File: config.mk
export PLATFORM = sky130hd
export DESIGN_NAME = apb_cmd_sequencer
export DESIGN_NICKNAME = d
export VERILOG_FILES = /design/src/rtl/apb_cmd_sequencer.sv
export SDC_FILE = /design/constraint.sdc
export NUM_CORES = 1
export LEC_CHECK = 0
export ABC_AREA = 1
export CORE_AREA = 3 3 110 112
export CTS_CLUSTER_SIZE = 10
export DETAILED_ROUTE_END_ITERATION = 6
export DIE_AREA = 0 0 113 115
export GPL_TIMING_DRIVEN = 0
export PLACE_DENSITY = 0.67
export SLEW_MARGIN = 20
export SYNTH_ARGS = -nofsm -noshare
export SYNTH_HDL_FRONTEND = slang
export SYNTH_SLANG_ARGS = --single-unit
File: constraint.sdc
create_clock -name pclk -period 2.5 [get_ports pclk]
set_input_delay 0.5 -clock pclk [delete_from_list [all_inputs] [get_ports pclk]]
set_output_delay 0.5 -clock pclk [all_outputs]
set_load 0.05 [all_outputs]
File: src/rtl/apb_cmd_sequencer.sv
// Command FIFO and one-at-a-time issue FSM feeding the APB master bridge request port.
// Optional BUSY watchdog is enabled by defining APB_SEQ_TIMEOUT_EN.
module apb_cmd_sequencer #(
  parameter int unsigned AW      = 9,
  parameter int unsigned DW      = 8,
  parameter int unsigned DEPTH   = 4,
  parameter int unsigned TIMEOUT = 16
) (
  input  logic                   pclk,
  input  logic                   preset,
  input  logic                   cmd_valid,
  output logic                   cmd_ready,
  input  logic                   cmd_write,
  input  logic [AW-1:0]          cmd_addr,
  input  logic [DW-1:0]          cmd_wdata,
  output logic                   transfer,
  output logic                   read_write,
  output logic [AW-1:0]          apb_write_paddr,
  output logic [DW-1:0]          apb_write_data,
  output logic [AW-1:0]          apb_read_paddr,
  input  logic [DW-1:0]          apb_read_data_out,
  input  logic                   xfer_done,
  output logic                   rsp_valid,
  output logic                   rsp_write,
  output logic [DW-1:0]          rsp_rdata,
  output logic                   rsp_timeout,
  output logic [$clog2(DEPTH):0] fifo_count
);

  localparam int unsigned PW = $clog2(DEPTH);
  localparam int unsigned CW = PW + 1;

  typedef enum logic [1:0] {IDLE, BUSY, GAP} state_t;

  state_t state, state_nxt;

  logic          mem_write [DEPTH];
  logic [AW-1:0] mem_addr  [DEPTH];
  logic [DW-1:0] mem_wdata [DEPTH];
  logic [PW-1:0] wr_ptr, rd_ptr;
  logic [CW-1:0] count;
  logic          push, pop, abort;

  logic          transfer_nxt, read_write_nxt;
  logic [AW-1:0] wpaddr_nxt, rpaddr_nxt;
  logic [DW-1:0] wdata_nxt, rsp_rdata_nxt;
  logic          rsp_valid_nxt, rsp_write_nxt;

  // Readiness looks at the stored count only, so a same-cycle pop never frees a full FIFO.
  assign cmd_ready  = (count != CW'(DEPTH));
  assign push       = cmd_valid & cmd_ready;
  assign pop        = (state == IDLE) && (count != '0);
  assign fifo_count = count;

  always_ff @(posedge pclk) begin
    if (push) begin
      mem_write[wr_ptr] <= cmd_write;
      mem_addr[wr_ptr]  <= cmd_addr;
      mem_wdata[wr_ptr] <= cmd_wdata;
    end
  end

  always_ff @(posedge pclk or posedge preset) begin
    if (preset) begin
      wr_ptr <= '0;
      rd_ptr <= '0;
      count  <= '0;
    end else begin
      if (push) wr_ptr <= wr_ptr + PW'(1);
      if (pop)  rd_ptr <= rd_ptr + PW'(1);
      case ({push, pop})
        2'b10:   count <= count + CW'(1);
        2'b01:   count <= count - CW'(1);
        default: count <= count;
      endcase
    end
  end

`ifdef APB_SEQ_TIMEOUT_EN
  localparam int unsigned TW = (TIMEOUT > 2) ? $clog2(TIMEOUT) : 1;

  logic [TW-1:0] busy_cnt;

  // A completion arriving in the final watchdog cycle takes priority over the abort.
  assign abort = (state == BUSY) && !xfer_done && (busy_cnt == TW'(TIMEOUT - 1));

  always_ff @(posedge pclk or posedge preset) begin
    if (preset) begin
      busy_cnt    <= '0;
      rsp_timeout <= 1'b0;
    end else begin
      if (pop)
        busy_cnt <= '0;
      else if (state == BUSY)
        busy_cnt <= busy_cnt + TW'(1);
      if (state == BUSY) begin
        if (xfer_done)
          rsp_timeout <= 1'b0;
        else if (abort)
          rsp_timeout <= 1'b1;
      end
    end
  end
`else
  localparam int unsigned timeout_unused = TIMEOUT;

  assign abort       = 1'b0;
  assign rsp_timeout = 1'b0;
`endif

  always_ff @(posedge pclk or posedge preset) begin
    if (preset) state <= IDLE;
    else        state <= state_nxt;
  end

  always_comb begin
    state_nxt      = state;
    transfer_nxt   = transfer;
    read_write_nxt = read_write;
    wpaddr_nxt     = apb_write_paddr;
    wdata_nxt      = apb_write_data;
    rpaddr_nxt     = apb_read_paddr;
    rsp_valid_nxt  = 1'b0;
    rsp_write_nxt  = rsp_write;
    rsp_rdata_nxt  = rsp_rdata;
    case (state)
      IDLE: begin
        if (pop) begin
          state_nxt      = BUSY;
          transfer_nxt   = 1'b1;
          read_write_nxt = mem_write[rd_ptr];
          if (mem_write[rd_ptr]) begin
            wpaddr_nxt = mem_addr[rd_ptr];
            wdata_nxt  = mem_wdata[rd_ptr];
          end else begin
            rpaddr_nxt = mem_addr[rd_ptr];
          end
        end
      end
      BUSY: begin
        if (xfer_done) begin
          state_nxt     = GAP;
          transfer_nxt  = 1'b0;
          rsp_valid_nxt = 1'b1;
          rsp_write_nxt = read_write;
          rsp_rdata_nxt = read_write ? '0 : apb_read_data_out;
        end else if (abort) begin
          state_nxt     = GAP;
          transfer_nxt  = 1'b0;
          rsp_valid_nxt = 1'b1;
          rsp_write_nxt = read_write;
          rsp_rdata_nxt = '0;
        end
      end
      GAP:     state_nxt = IDLE;
      default: state_nxt = IDLE;
    endcase
  end

  always_ff @(posedge pclk or posedge preset) begin
    if (preset) begin
      transfer        <= 1'b0;
      read_write      <= 1'b0;
      apb_write_paddr <= '0;
      apb_write_data  <= '0;
      apb_read_paddr  <= '0;
      rsp_valid       <= 1'b0;
      rsp_write       <= 1'b0;
      rsp_rdata       <= '0;
    end else begin
      transfer        <= transfer_nxt;
      read_write      <= read_write_nxt;
      apb_write_paddr <= wpaddr_nxt;
      apb_write_data  <= wdata_nxt;
      apb_read_paddr  <= rpaddr_nxt;
      rsp_valid       <= rsp_valid_nxt;
      rsp_write       <= rsp_write_nxt;
      rsp_rdata       <= rsp_rdata_nxt;
    end
  end

endmodule

# Word level (Yosys, flattened, before mapping)

Memory sizes are Yosys's and may differ from the RTL's. A register that Yosys moved wholly into a read port is not among the register bits.
Cells that the tools add are included.

Flip-flop bits (word level): 39
RAM bits: 72
Input bits: 30
Output and inout port bits: 43
Word-level logic and storage cells: 49
Memories kept: 3

Memories:

| name      | words | width | rd ports | clocked after memory_dff | write ports | line | source |
|---|---|---|---|---|---|---|---|
| mem_addr  | 4     | 9     | 1        | 0                        | 1           | 38   | `logic [AW-1:0] mem_addr [DEPTH];` |
| mem_wdata | 4     | 8     | 1        | 1                        | 1           | 39   | `logic [DW-1:0] mem_wdata [DEPTH];` |
| mem_write | 4     | 1     | 1        | 0                        | 1           | 37   | `logic mem_write [DEPTH];` |

Add/sub/neg operators: 4
Eq/ne operators: 6
Multiplexer cells: 12
Bitwise operators: 2
Reductions and logical operators: 11

Operator list:

| operator                                             | count |
|---|---|
| AND reduction 3 bit                                  | 3 |
| 2-to-1 mux 8 bit                                     | 1 |
| 2-to-1 mux 1 bit                                     | 6 |
| one-hot mux 3 bit (2 select lines)                   | 1 |
| AND reduction 2 bit                                  | 3 |
| adder 2 x 1 -> 2 bit (second input constant)         | 2 |
| equality test 2 x 1 -> 1 bit (second input constant) | 2 |
| 2-to-1 mux 2 bit                                     | 2 |
| != test 2 bit (second input constant)                | 2 |
| one-hot mux 2 bit (2 select lines)                   | 1 |
| nonzero test 2 bit                                   | 2 |
| adder 3 x 1 -> 3 bit (second input constant)         | 1 |
| != test 3 bit (second input constant)                | 1 |
| nonzero test 3 bit                                   | 1 |
| subtractor 3 x 1 -> 3 bit (second input constant)    | 1 |
| equality test 2 bit (second input constant)          | 1 |
| zero test 2 bit                                      | 1 |
| one-hot mux 1 bit (2 select lines)                   | 1 |
| bitwise AND 1 bit                                    | 1 |
| logical AND 1 bit                                    | 1 |
| NOT 1 bit                                            | 1 |

# Depth between registers and ports, before layout

Gate-level depths: netlist (run 1).

Word-level depth: 4
Gate-level depth with buffers: 10
Gate-level depth less buffers: 9

# Worst setup path before layout (run 1)

Ideal clock, no wire load.

Path type: reg-to-reg
Start: reg count[0], in the netlist fifo_count[0]
End: mem mem_addr[0][0], enable pin
Arrival: 2257 ps
Data required time: 2107 ps
Path slack: -149 ps
Stages on the path, launching flop included: 5
Buffers on the path: 0
Period minus slack after synthesis: 2649 ps
Path through: dfrtp_1 -> nor2_1 -> nand2_1 -> nand2_2 -> nor2_1

Cells in the longest elaborated chain, start to end: 4

Ends and longest elaborated chain:

| item                                   | line | source |
|---|---|---|
| from (decl)                            | 41   | `logic [CW-1:0] count;` |
| from (signal assigned)                 | 72   | `2'b10: count <= count + CW'(1);` |
| from (signal assigned)                 | 73   | `2'b01: count <= count - CW'(1);` |
| from (signal assigned)                 | 74   | `default: count <= count;` |
| != test 3 bit                          | 50   | `assign cmd_ready = (count != CW'(DEPTH));` |
| via cmd_ready                          | 12   | `output logic cmd_ready,` |
| bitwise AND 1 bit                      | 51   | `assign push = cmd_valid & cmd_ready;` |
| 2-to-1 mux 1 bit                       | 56   | `if (push) begin` |
| 2-to-1 mux 1 bit (implied by the code) | 58   | `mem_addr[wr_ptr] <= cmd_addr;` |
| to (decl)                              | 38   |  |

The timed path passes the listed nets, and every way through them passes these cells.

# Final worst setup path (run 1)

Start: reg state[0]
End: reg count[2], in the netlist fifo_count[2]

Cells in the longest elaborated chain, start to end: 4
Elaborated cells on any way between the ends: 6

Ends and longest elaborated chain:

| item                                                                            | line | source |
|---|---|---|
| from (decl)                                                                     | 35   | `state_t state, state_nxt;` |
| from (signal assigned)                                                          | 113  | `else state <= state_nxt;` |
| zero test 2 bit (*)                                                             | 52   | `assign pop = (state == IDLE) && (count != '0);` |
| logical AND 1 bit (*)                                                           | 52   |  |
| via pop                                                                         | 42   | `logic push, pop, abort;` |
| equality test 2 x 1 -> 1 bit / equality test 2 bit (equally long branches)      | 71   | `case ({push, pop})` |
| one-hot mux 3 bit (2 select lines) / nonzero test 2 bit (equally long branches) | --   |  |

The timed path passes the listed nets; every way through them passes the cells marked *.
A chain may end at the register's enable or synchronous reset.

==> results of run 1 <==
==> power by group through the flow <==
stage	Sequential (mW)	Combinational [mW]	Clock [mW]
after CTS	2.98	4.27	2.46
after detailed placement	3.01	4.24	0
after global placement	3.01	4.08	0
after global routing	3.04	4.65	2.56
final	2.98	4.22	2.42
after floorplan	4.01	1.82	0
==> metal layers <==
layer	GRT usage [%]	vias to the layer above	share of wire [%]
met3	5.53	17	6.7
met1	21.5	1651	42
met4	8.41	0	1.7
li1	-	1761	-
met2	29.5	117	49
met5	0	-	0
==> worst max-delay path by stage <==
stage	endpoint	slack, ns	from	cells after the start
CTS	cmd_ready	0.009	fifo_count[1]$_DFFE_PP0P_	3
floorplan	mem_addr[0][0]$_DFFE_PP_	0.02	fifo_count[0]$_DFFE_PP0P_	4
global route	fifo_count[2]$_DFFE_PP0P_	0.02	state[1]$_DFFE_PP0P_	10
finish	fifo_count[2]$_DFFE_PP0P_	0.26	state[0]$_DFFE_PP0P_	10
detailed placement	fifo_count[2]$_DFFE_PP0P_	0.26	cmd_valid	8
global placement	mem_addr[1][6]$_DFFE_PP_	-0.45	cmd_valid	3
==> cells by family (layout without fill, tap and decap cells) <==
family,after synthesis,after routing,synth area share [%]
AND/OR/NAND/NOR,256,256,21.3
flip-flops,119,119,66.4
buffers and inverters,107,215,8.74
AO/OA/AOI/OAI,9,9,1.17
adder cells (fa/ha/maj),6,6,1.64
XOR/XNOR,4,4,0.697
other,1,1,0.0746
==> through the flow <==
stage | util, % | total power [mW] | hold WS (ns) | cells | setup TNS, ns
floorplan | - | 5.83 | 0.452 | 502 | 0
global placement | 52.3 | 7.09 | 0.454 | 716 | -32.18
detailed placement | 53.1 | 7.25 | 0.457 | 721 | 0
CTS | 58.4 | 9.71 | 0.471 | 753 | 0
global route | 58.4 | 10.2 | 0.485 | 753 | 0
finish | 58.4 | 9.61 | 0.464 | 753 | 0
==> sequential cells by signal, indices dropped and copies added (netlist names), 2 cells and up <==
signal / flops
rd_ptr: 2
wr_ptr: 2
apb_write_data: 8
apb_read_paddr: 9
mem_write: 4
fifo_count: 3
mem_addr: 36
apb_write_paddr: 9
state: 2
rsp_rdata: 8
mem_wdata: 32
==> placed cells by master, fill, tap and decap left out <==
cell type          n
a21oi_1            2
a21oi_4            1
buf_16             1
buf_2             12
buf_4              2
buf_6              3
buf_8              3
bufinv_16          2
clkbuf_1           7
clkbuf_16         18
clkbuf_8           3
clkdlybuf4s50_1   70
clkinv_2           2
conb_1             1
dfrtp_1           47
dlymetal6s2s_1     1
edfxtp_1          72
fa_1               1
ha_1               5
inv_1             86
inv_2              2
inv_4              3
nand2_1          177
nand2_2            4
nand2_4            2
nand3_1           64
nand3_2            1
nor2_1             4
nor2_2             4
o21ai_0            5
o31ai_1            1
xnor2_1            1
xor2_1             3
==> cells in the mapped netlist <==
master and count:
a21oi_1 2, a21oi_4 1, buf_2 12, buf_4 2
buf_6 2, clkbuf_1 3, conb_1 1, dfrtp_1 47
edfxtp_1 72, fa_1 1, ha_1 5, inv_1 87
inv_2 1, nand2_1 178, nand2_2 3, nand2_4 2
nand3_1 64, nand3_2 1, nor2_1 8, o21ai_0 5
o31ai_1 1, xnor2_1 1, xor2_1 3
==> what timing repair did <==
item	4_1_cts	5_1_grt
gates resized for setup	0	1
setup endpoints to repair	0	1
hold endpoints to repair	0	0
==> final cells by class <==
class | count | area (µm²)
Fill cell | 956 | 4710
Buffer | 19 | 109
Multi-Input combinational cell | 276 | 1260
Inverter | 88 | 330
Clock inverter | 7 | 88.8
Clock buffer | 25 | 507
Timing Repair Buffer | 76 | 797
Tap cell | 143 | 179
Sequential cell | 119 | 3340
==> worst max-delay path: stages (launching register included) <==
cell	delay (ns)
dfrtp_1	0.36
inv_1	0.11
nand2_1	0.10
a21oi_4	0.20
buf_2	0.28
ha_1	0.18
inv_1	0.07
fa_1	0.39
a21oi_1	0.17
o21ai_0	0.12
xor2_1	0.15
==> metrics.csv, run 1 <==
metric;value;unit
hold_end;apb_write_paddr[4]$_DFFE_PP0P_;
period_share;89.8;%
cts_sinks;119;
drive_gt1_share;10.3;%
ir_worst_vdd;0.921;mV
cap_violations;0;
grt_pass1_vias;3600;
critical_path_class;reg -> reg;
power_density;1450;nW/µm²
antenna_cells;0;
rr_worst_depth;10;
nets;633;
design_area;6610;µm²
worst_pin_slew;0.632;ns
final_max_slew_viol_count;0;
grt_max_degree;25;
timing.fmax;445;MHz
hold_start;apb_write_paddr[4]$_DFFE_PP0P_;
power_frac_clock;25.1;%
cts-root-buf;clkbuf_16;
ctsHoldBuffers;0;
crit_path_end_kind;flip-flop;
cts_tree;yes;
synthTopCellsByArea;edfxtp_1 43%, dfrtp_1 23%, nand2_1 13%;
numCtsBuffers;17;
via_per_inst;4.71;
status;finished, final reports clean;
ys_seq_area_share;66.4;%
min_path_cells;2;
setup_violations;0;
start_kind;flip-flop;
slew_headroom;57.8;%
syn_inst;502;
finalClockSkew;0.00946;ns
synth.distinct_cells;23;
num_vias;3546;
wl;10.7;mm
die-area;13000;µm²
p_sw_share;41.4;%
hpwl;7.45;mm
hp-class;reg -> reg;
drt-pass1-iter-count;5;
reg2reg_slack;0.26;ns
clock_latency;0.41;ns
htree_levels;4;
grt_pass1_wl;17.8;mm
hold_viol;0;
rsz0062_at_grt;no;
gp_congestion;0.781;
power_frac_seq;31.0;%
num_rows;39;
yosys.area.top_type_share;43.0;%
synth.cell_area;5030;µm²
cts.path.max_buffers;2;
reg2reg_from;state[0]$_DFFE_PP0P_;
post-cts-setup-buffers;0;
initial_core_util;44.4;%
r2r_end;fifo_count[2]$_DFFE_PP0P_;
worstPathMaxFanout;10;
setup_ws;0.255;ns
dpl_cell_area;6010;µm²
dieWidth;113;µm
io_buffer_count;71;
pre_cts_ws;0.263;ns
first_iter_violations;187;
synth_nets;538;
drc;0;
period_needed;2.24;ns
yosysTopAreaCell;edfxtp_1;
pin_count;73;
syn2layout_area_growth;31.5;%
grt_overflow_total;0;
track_usage;17.9;%
required;2.78;ns
ys_ff_latch;119;
antenna_found_initial;0;
post_synth.cell_area_avg;10.0;µm²
fp.dieH;115;µm
clk_pin_slew;0.05;ns
antenna_left;0;
power.internal;5.64;mW
combPwrFrac;43.9;%
yosys_warnings;0;
core-area;11300;µm²
p_switching;3.98;mW
p_leak;3.13;nW
cp_data_arrival_time;2.53;ns
wl_per_cell;14.2;µm
No activity file was read; power rests on OpenSTA's default activity.
==> run 2, diff against run 1 <==
--- a/config.mk
+++ b/config.mk
@@ -12,6 +12,7 @@
 export DIE_AREA = 0 0 113 115
 export GPL_TIMING_DRIVEN = 0
 export PLACE_DENSITY = 0.67
+export SETUP_SLACK_MARGIN = 0.02
 export SLEW_MARGIN = 20
 export SYNTH_ARGS = -nofsm -noshare
 export SYNTH_HDL_FRONTEND = slang
==> constraint.sdc (replaced) <==
create_clock -name pclk -period 2.6 [get_ports pclk]
set_input_delay 0.52 -clock pclk [delete_from_list [all_inputs] [get_ports pclk]]
set_output_delay 0.52 -clock pclk [all_outputs]
set_load 0.05 [all_outputs]
==> run 2 against run 1 <==
  * Core utilization is essentially flat
  * Worst setup slack lost 0.13 ns
  * Sequential power shrank 4%
  * First-iteration DRC count is the same
  * Combinational power shrank 4%
  * Register-to-register slack gained 0.10 ns
  * Die area is the same
  * Clock power shrank 4%
  * Largest power group unchanged
  * Non-clock buffer count is the same
  * Largest cell class unchanged
==> metrics.csv, run 2 (synthesized netlist as in run 1, its figures left out) <==
metric;value;unit;change
numCtsBuffers;17;;unchanged
required;2.08;ns;-0.70 ns
status;finished, final reports clean;;
gp_congestion;0.781;;unchanged
drc;0;;unchanged
wl_per_cell;14.2;µm;-0.14%
grt_overflow_total;0;;unchanged
critPathLaunch;fifo_count[1]$_DFFE_PP0P_;;
hold_viol;0;;unchanged
setup_violations;0;;unchanged
dieWidth;113;µm;unchanged
grt_max_degree;25;;unchanged
final_max_slew_viol_count;0;;unchanged
worst_pin_slew;0.645;ns;+0.0126 ns
antenna_found_initial;0;;unchanged
period_share;95.2;%;
clock_latency;0.41;ns;about the same
initial_core_util;44.4;%;unchanged
p_sw_share;41.3;%;about the same
antenna_left;0;;unchanged
combPwrFrac;43.9;%;about the same
p_leak;3.13;nW;about the same
power.internal;5.42;mW;-3.8%
critical_path_class;reg -> out;;
final_cell_mix;177 x nand2_1, 86 x inv_1, 72 x edfxtp_1, 71 x clkdlybuf4s50_1, 64 x nand3_1;;
finalClockSkew;0.00831;ns;-0.00115 ns
power_density;1400;nW/µm²;-3.8%
layout_commonest_cell;nand2_1;;
finalPower;9.24;mW;-3.9%
power_frac_seq;31.0;%;about the same
place_inst;721;;unchanged
rr_worst_depth;9;;-1
wl;10.7;mm;-0.14%
clk_pin_slew;0.05;ns;about the same
reg2reg_from;fifo_count[2]$_DFFE_PP0P_;;
grt_pass1_wl;17.8;mm;unchanged
power_frac_clock;25.2;%;about the same
reg_top3;mem_addr: 36 flops, mem_wdata: 32 flops;;
nets;633;;unchanged
setup.worst_path.end;cmd_ready;;
slowest_delay;0.72;ns;+0.33 ns
antenna_cells;0;;unchanged
crit_path_end_kind;primary output;;
num_vias;3527;;-0.54%
top_register;mem_addr;;
start_kind;flip-flop;;
post-cts-setup-buffers;0;;unchanged
crit_slowest_cell;clkdlybuf4s50_1;;
core-area;11300;µm²;unchanged
post-route-util;58.4;%;about the same
hp-class;reg -> reg;;
timing.fmax;404;MHz;
finalSetupTns;0;ns;unchanged
reg2reg_slack;0.36;ns;+0.10 ns
hpwl;7.45;mm;unchanged
pin_count;73;;unchanged
worstPathMaxFanout;4;;-6
first_iter_violations;187;;unchanged
period_needed;2.48;ns;
die-area;13000;µm²;unchanged
htree_levels;4;;unchanged
cap_violations;0;;unchanged
io_buffer_count;71;;unchanged
ir_worst_vdd;0.885;mV;-3.9%
ctsHoldBuffers;0;;unchanged
grt_pass1_vias;3600;;unchanged
path_cells;nor2_1 > nand2_2 > clkdlybuf4s50_1;;
cts-root-buf;clkbuf_16;;
fp.dieH;115;µm;unchanged
slew_headroom;56.9;%;-0.84 points
cts.path.max_buffers;2;;unchanged
p_switching;3.82;mW;-3.9%
cts_sinks;119;;unchanged
drt-pass1-iter-count;4;;-1
rsz0062_at_grt;no;;
via_per_inst;4.68;;-0.54%
finalNonFillerCells;753;;unchanged
cts_tree;yes;;
track_usage;17.9;%;unchanged
num_rows;39;;unchanged
design_area;6610;µm²;about the same
r2r_end;fifo_count[2]$_DFFE_PP0P_;;
largest_reg_flops;36;;unchanged
cp_data_arrival_time;1.96;ns;-0.57 ns
dpl_cell_area;6010;µm²;unchanged
postCtsResizedCells;0;;unchanged
syn2layout_area_growth;31.5;%;about the same
drive_gt1_share;10.3;%;unchanged
==> run 2: how the worst min path moves through the flow <==
stage / from / to / slack, ns / depth (start not counted)
final: apb_write_paddr[4]$_DFFE_PP0P_ / apb_write_paddr[4]$_DFFE_PP0P_ / 0.46 / 2
after global routing: apb_write_paddr[4]$_DFFE_PP0P_ / apb_write_paddr[4]$_DFFE_PP0P_ / 0.48 / 2
after CTS: apb_write_paddr[4]$_DFFE_PP0P_ / apb_write_paddr[4]$_DFFE_PP0P_ / 0.47 / 2
after detailed placement: apb_write_paddr[4]$_DFFE_PP0P_ / apb_write_paddr[4]$_DFFE_PP0P_ / 0.46 / 2
after global placement: apb_write_paddr[0]$_DFFE_PP0P_ / apb_write_paddr[0]$_DFFE_PP0P_ / 0.45 / 2
after floorplan: state[1]$_DFFE_PP0P_ / state[0]$_DFFE_PP0P_ / 0.45 / 1
==> run 2: layout make-up <==
type / instances / area, µm²
tap: 143 / 179
timing repair buffer: 76 / 795
inverter: 88 / 330
buffer: 19 / 109
clock buffer: 25 / 507
sequential: 119 / 3340
multi-input combinational: 276 / 1260
clock inverter: 7 / 88.8
fill: 957 / 4710
==> run 2: critical path, delay by kind of cell (launching register included) <==
kind / cells / cell delay [ns]
DFF: 1 / 0.40
and+or+nand+nor: 2 / 0.42
buffers and inverters: 1 / 0.72
==> run 2: power groups by stage <==
stage | sequential (mW) | clock [mW] | combinational [mW]
2_1_floorplan | 3.85 | 0 | 1.75
3_3_place_gp | 2.89 | 0 | 3.92
3_5_place_dp | 2.90 | 0 | 4.08
4_1_cts | 2.87 | 2.37 | 4.10
5_1_grt | 2.92 | 2.46 | 4.47
6_report | 2.86 | 2.32 | 4.05
==> run 2: stage by stage <==
stage | setup WS [ns] | hold WS [ns]
final | 0.124 | 0.464
after global routing | 0.0350 | 0.485
after detailed placement | 0.343 | 0.457
after floorplan | 0.117 | 0.452
after CTS | 0.0892 | 0.471
after global placement | -0.375 | 0.454
==> run 2: routing by layer <==
metal  GRT usage, %  wire length [µm]  vias to the layer above
li1               -                 -                     1759
met1           21.5              4570                     1652
met2           29.5              5310                      105
met3           5.53               673                       11
met4           8.41               121                        0
met5              0                 0                        -
==> run 3, diff against run 2 <==
--- a/config.mk
+++ b/config.mk
@@ -10,7 +10,6 @@
 export CTS_CLUSTER_SIZE = 10
 export DETAILED_ROUTE_END_ITERATION = 6
 export DIE_AREA = 0 0 113 115
-export GPL_TIMING_DRIVEN = 0
 export PLACE_DENSITY = 0.67
 export SETUP_SLACK_MARGIN = 0.02
 export SLEW_MARGIN = 20
==> run 3 against run 2 <==
  * Non-clock buffer count decreased by 12
  * Via count decreased by 1.5%
  * Core utilization decreased by 0.70 points
  * Flip-flop and latch count unchanged
  * Sequential power about the same
  * Register-to-register slack improved by 0.02 ns
  * Final area decreased by 1.2%
  * Clock-buffer cell count decreased by 8
  * Wire length decreased by 5.3%
  * Critical path depth unchanged
  * Critical path type unchanged
  * Critical endpoint unchanged
  * Largest power group unchanged
  * Highest routed layer unchanged
==> metrics.csv, run 3 (synthesized netlist as in run 1, its figures left out) <==
metric;value;unit;change
combPwrFrac;42.2;%;-1.7 points
status;finished, final reports clean;;
drc;0;;unchanged
hp-class;reg -> reg;;
drt-pass1-iter-count;5;;+1
reg_top3;mem_addr: 36 flops, mem_wdata: 32 flops;;
start_kind;flip-flop;;
post-cts-setup-buffers;0;;unchanged
power_frac_clock;26.5;%;+1.3 points
gp_congestion;0.765;;-2.0%
ctsHoldBuffers;0;;unchanged
grt_max_degree;32;;+28%
setup_violations;0;;unchanged
pin_count;73;;unchanged
antenna_found_initial;0;;unchanged
cap_violations;0;;unchanged
worstPathMaxFanout;4;;unchanged
initial_core_util;44.4;%;unchanged
design_area;6530;µm²;-1.2%
p_leak;3.06;nW;-2.1%
wl_per_cell;13.6;µm;-3.7%
top_register;mem_addr;;
wl;10.1;mm;-5.3%
layout_commonest_cell;nand2_1;;
syn2layout_area_growth;29.9;%;
track_usage;16.7;%;-1.2 points
nets;621;;-1.9%
drive_gt1_share;8.86;%;-1.5 points
dieWidth;113;µm;unchanged
die-area;13000;µm²;unchanged
htree_levels;4;;unchanged
cts_tree;yes;;
final_cell_mix;177 x nand2_1, 86 x inv_1, 72 x edfxtp_1, 71 x clkdlybuf4s50_1, 64 x nand3_1;;
crit_path_end_kind;primary output;;
first_iter_violations;230;;+23%
slew_headroom;60.0;%;+3.1 points
grt_pass1_wl;16.8;mm;-5.5%
power_frac_seq;31.3;%;+0.3 points
numCtsBuffers;17;;unchanged
rsz0062_at_grt;no;;
ir_worst_vdd;0.764;mV;-14%
p_switching;3.81;mW;-0.37%
io_buffer_count;71;;unchanged
largest_reg_flops;36;;unchanged
p_sw_share;41.4;%;about the same
finalClockSkew;0.00578;ns;-0.00253 ns
dpl_cell_area;5900;µm²;-1.9%
num_vias;3475;;-1.5%
antenna_left;0;;unchanged
cts.path.max_buffers;2;;unchanged
timing.fmax;400;MHz;-0.88%
final_max_slew_viol_count;0;;unchanged
post-route-util;57.7;%;-0.70 points
clk_pin_slew;0.06;ns;about the same
grt_overflow_total;0;;unchanged
period_needed;2.50;ns;+0.0219 ns
critical_path_class;reg -> out;;
cp_data_arrival_time;1.98;ns;+0.02 ns
num_rows;39;;unchanged
postCtsResizedCells;0;;unchanged
cts-root-buf;clkbuf_16;;
via_per_inst;4.69;;+0.12%
core-area;11300;µm²;unchanged
power_density;1410;nW/µm²;+0.73%
fp.dieH;115;µm;unchanged
cts_sinks;119;;unchanged
hold_viol;0;;unchanged
required;2.08;ns;about the same
hpwl;6.77;mm;-9.1%
finalSetupTns;0;ns;unchanged
worst_pin_slew;0.598;ns;-0.0467 ns
power.internal;5.39;mW;-0.54%
antenna_cells;0;;unchanged
period_share;96.1;%;+0.84 points
grt_pass1_vias;3468;;-3.7%
clock_latency;0.41;ns;about the same
[run 3: area by class of cell]
cell class                 instances  area, µm²
timing repair buffer              83        801
inverter                          88        330
fill                             969       4790
clock buffer                      17        425
tap                              143        179
multi-input combinational        276       1250
sequential                       119       3340
clock inverter                    15        204
[run 3: per-layer routing]
| metal | share of wire [%] | global-route usage [%] | vias to the layer above |
|---|---|---|---|
| met3 | 5.2 | 4.63 | 23 |
| met5 | 0 | 0 | - |
| met2 | 48 | 27.9 | 87 |
| met4 | 2.3 | 7.85 | 0 |
| li1 | - | - | 1732 |
| met1 | 45 | 20.2 | 1633 |
[run 3: power by group through the flow]
stage | registers, mW | clock network, mW | logic [mW]
floorplan | 3.85 | 0 | 1.75
global placement | 2.89 | 0 | 3.81
detailed placement | 2.92 | 0 | 3.90
CTS | 2.88 | 2.48 | 3.92
global route | 2.93 | 2.56 | 4.26
finish | 2.88 | 2.44 | 3.88
[run 3: path summary, 6_finish.rpt]
check	from	endpoint	slack, ns	cells after the start
max	fifo_count[0]$_DFFE_PP0P_	cmd_ready	0.10	3
min	apb_write_paddr[4]$_DFFE_PP0P_	apb_write_paddr[4]$_DFFE_PP0P_	0.47	2
max reg2reg	fifo_count[0]$_DFFE_PP0P_	fifo_count[2]$_DFFE_PP0P_	0.38	9
min reg2reg	apb_write_paddr[4]$_DFFE_PP0P_	apb_write_paddr[4]$_DFFE_PP0P_	0.47	2
max in group asynchronous	preset	read_write$_DFFE_PP0P_	1.51	3
min in group asynchronous	preset	apb_write_paddr[5]$_DFFE_PP0P_	0.51	2
[run 3: per-stage QoR]
step                      hold slack [ns]  instances  total power [mW]  worst slack (ns)
after floorplan                     0.452        502              5.61             0.117
after global placement              0.456        709              6.70             0.389
after detailed placement            0.458        709              6.82             0.305
after CTS                           0.473        741              9.28            0.0834
after global routing                0.506        741              9.76            0.0399
final                               0.468        741              9.20             0.102
[run 3: critical path, cell delays in order, from the launching register on]
cell	delay [ns]
dfrtp_1	0.42
nor2_1	0.31
nand2_2	0.12
clkdlybuf4s50_1	0.72
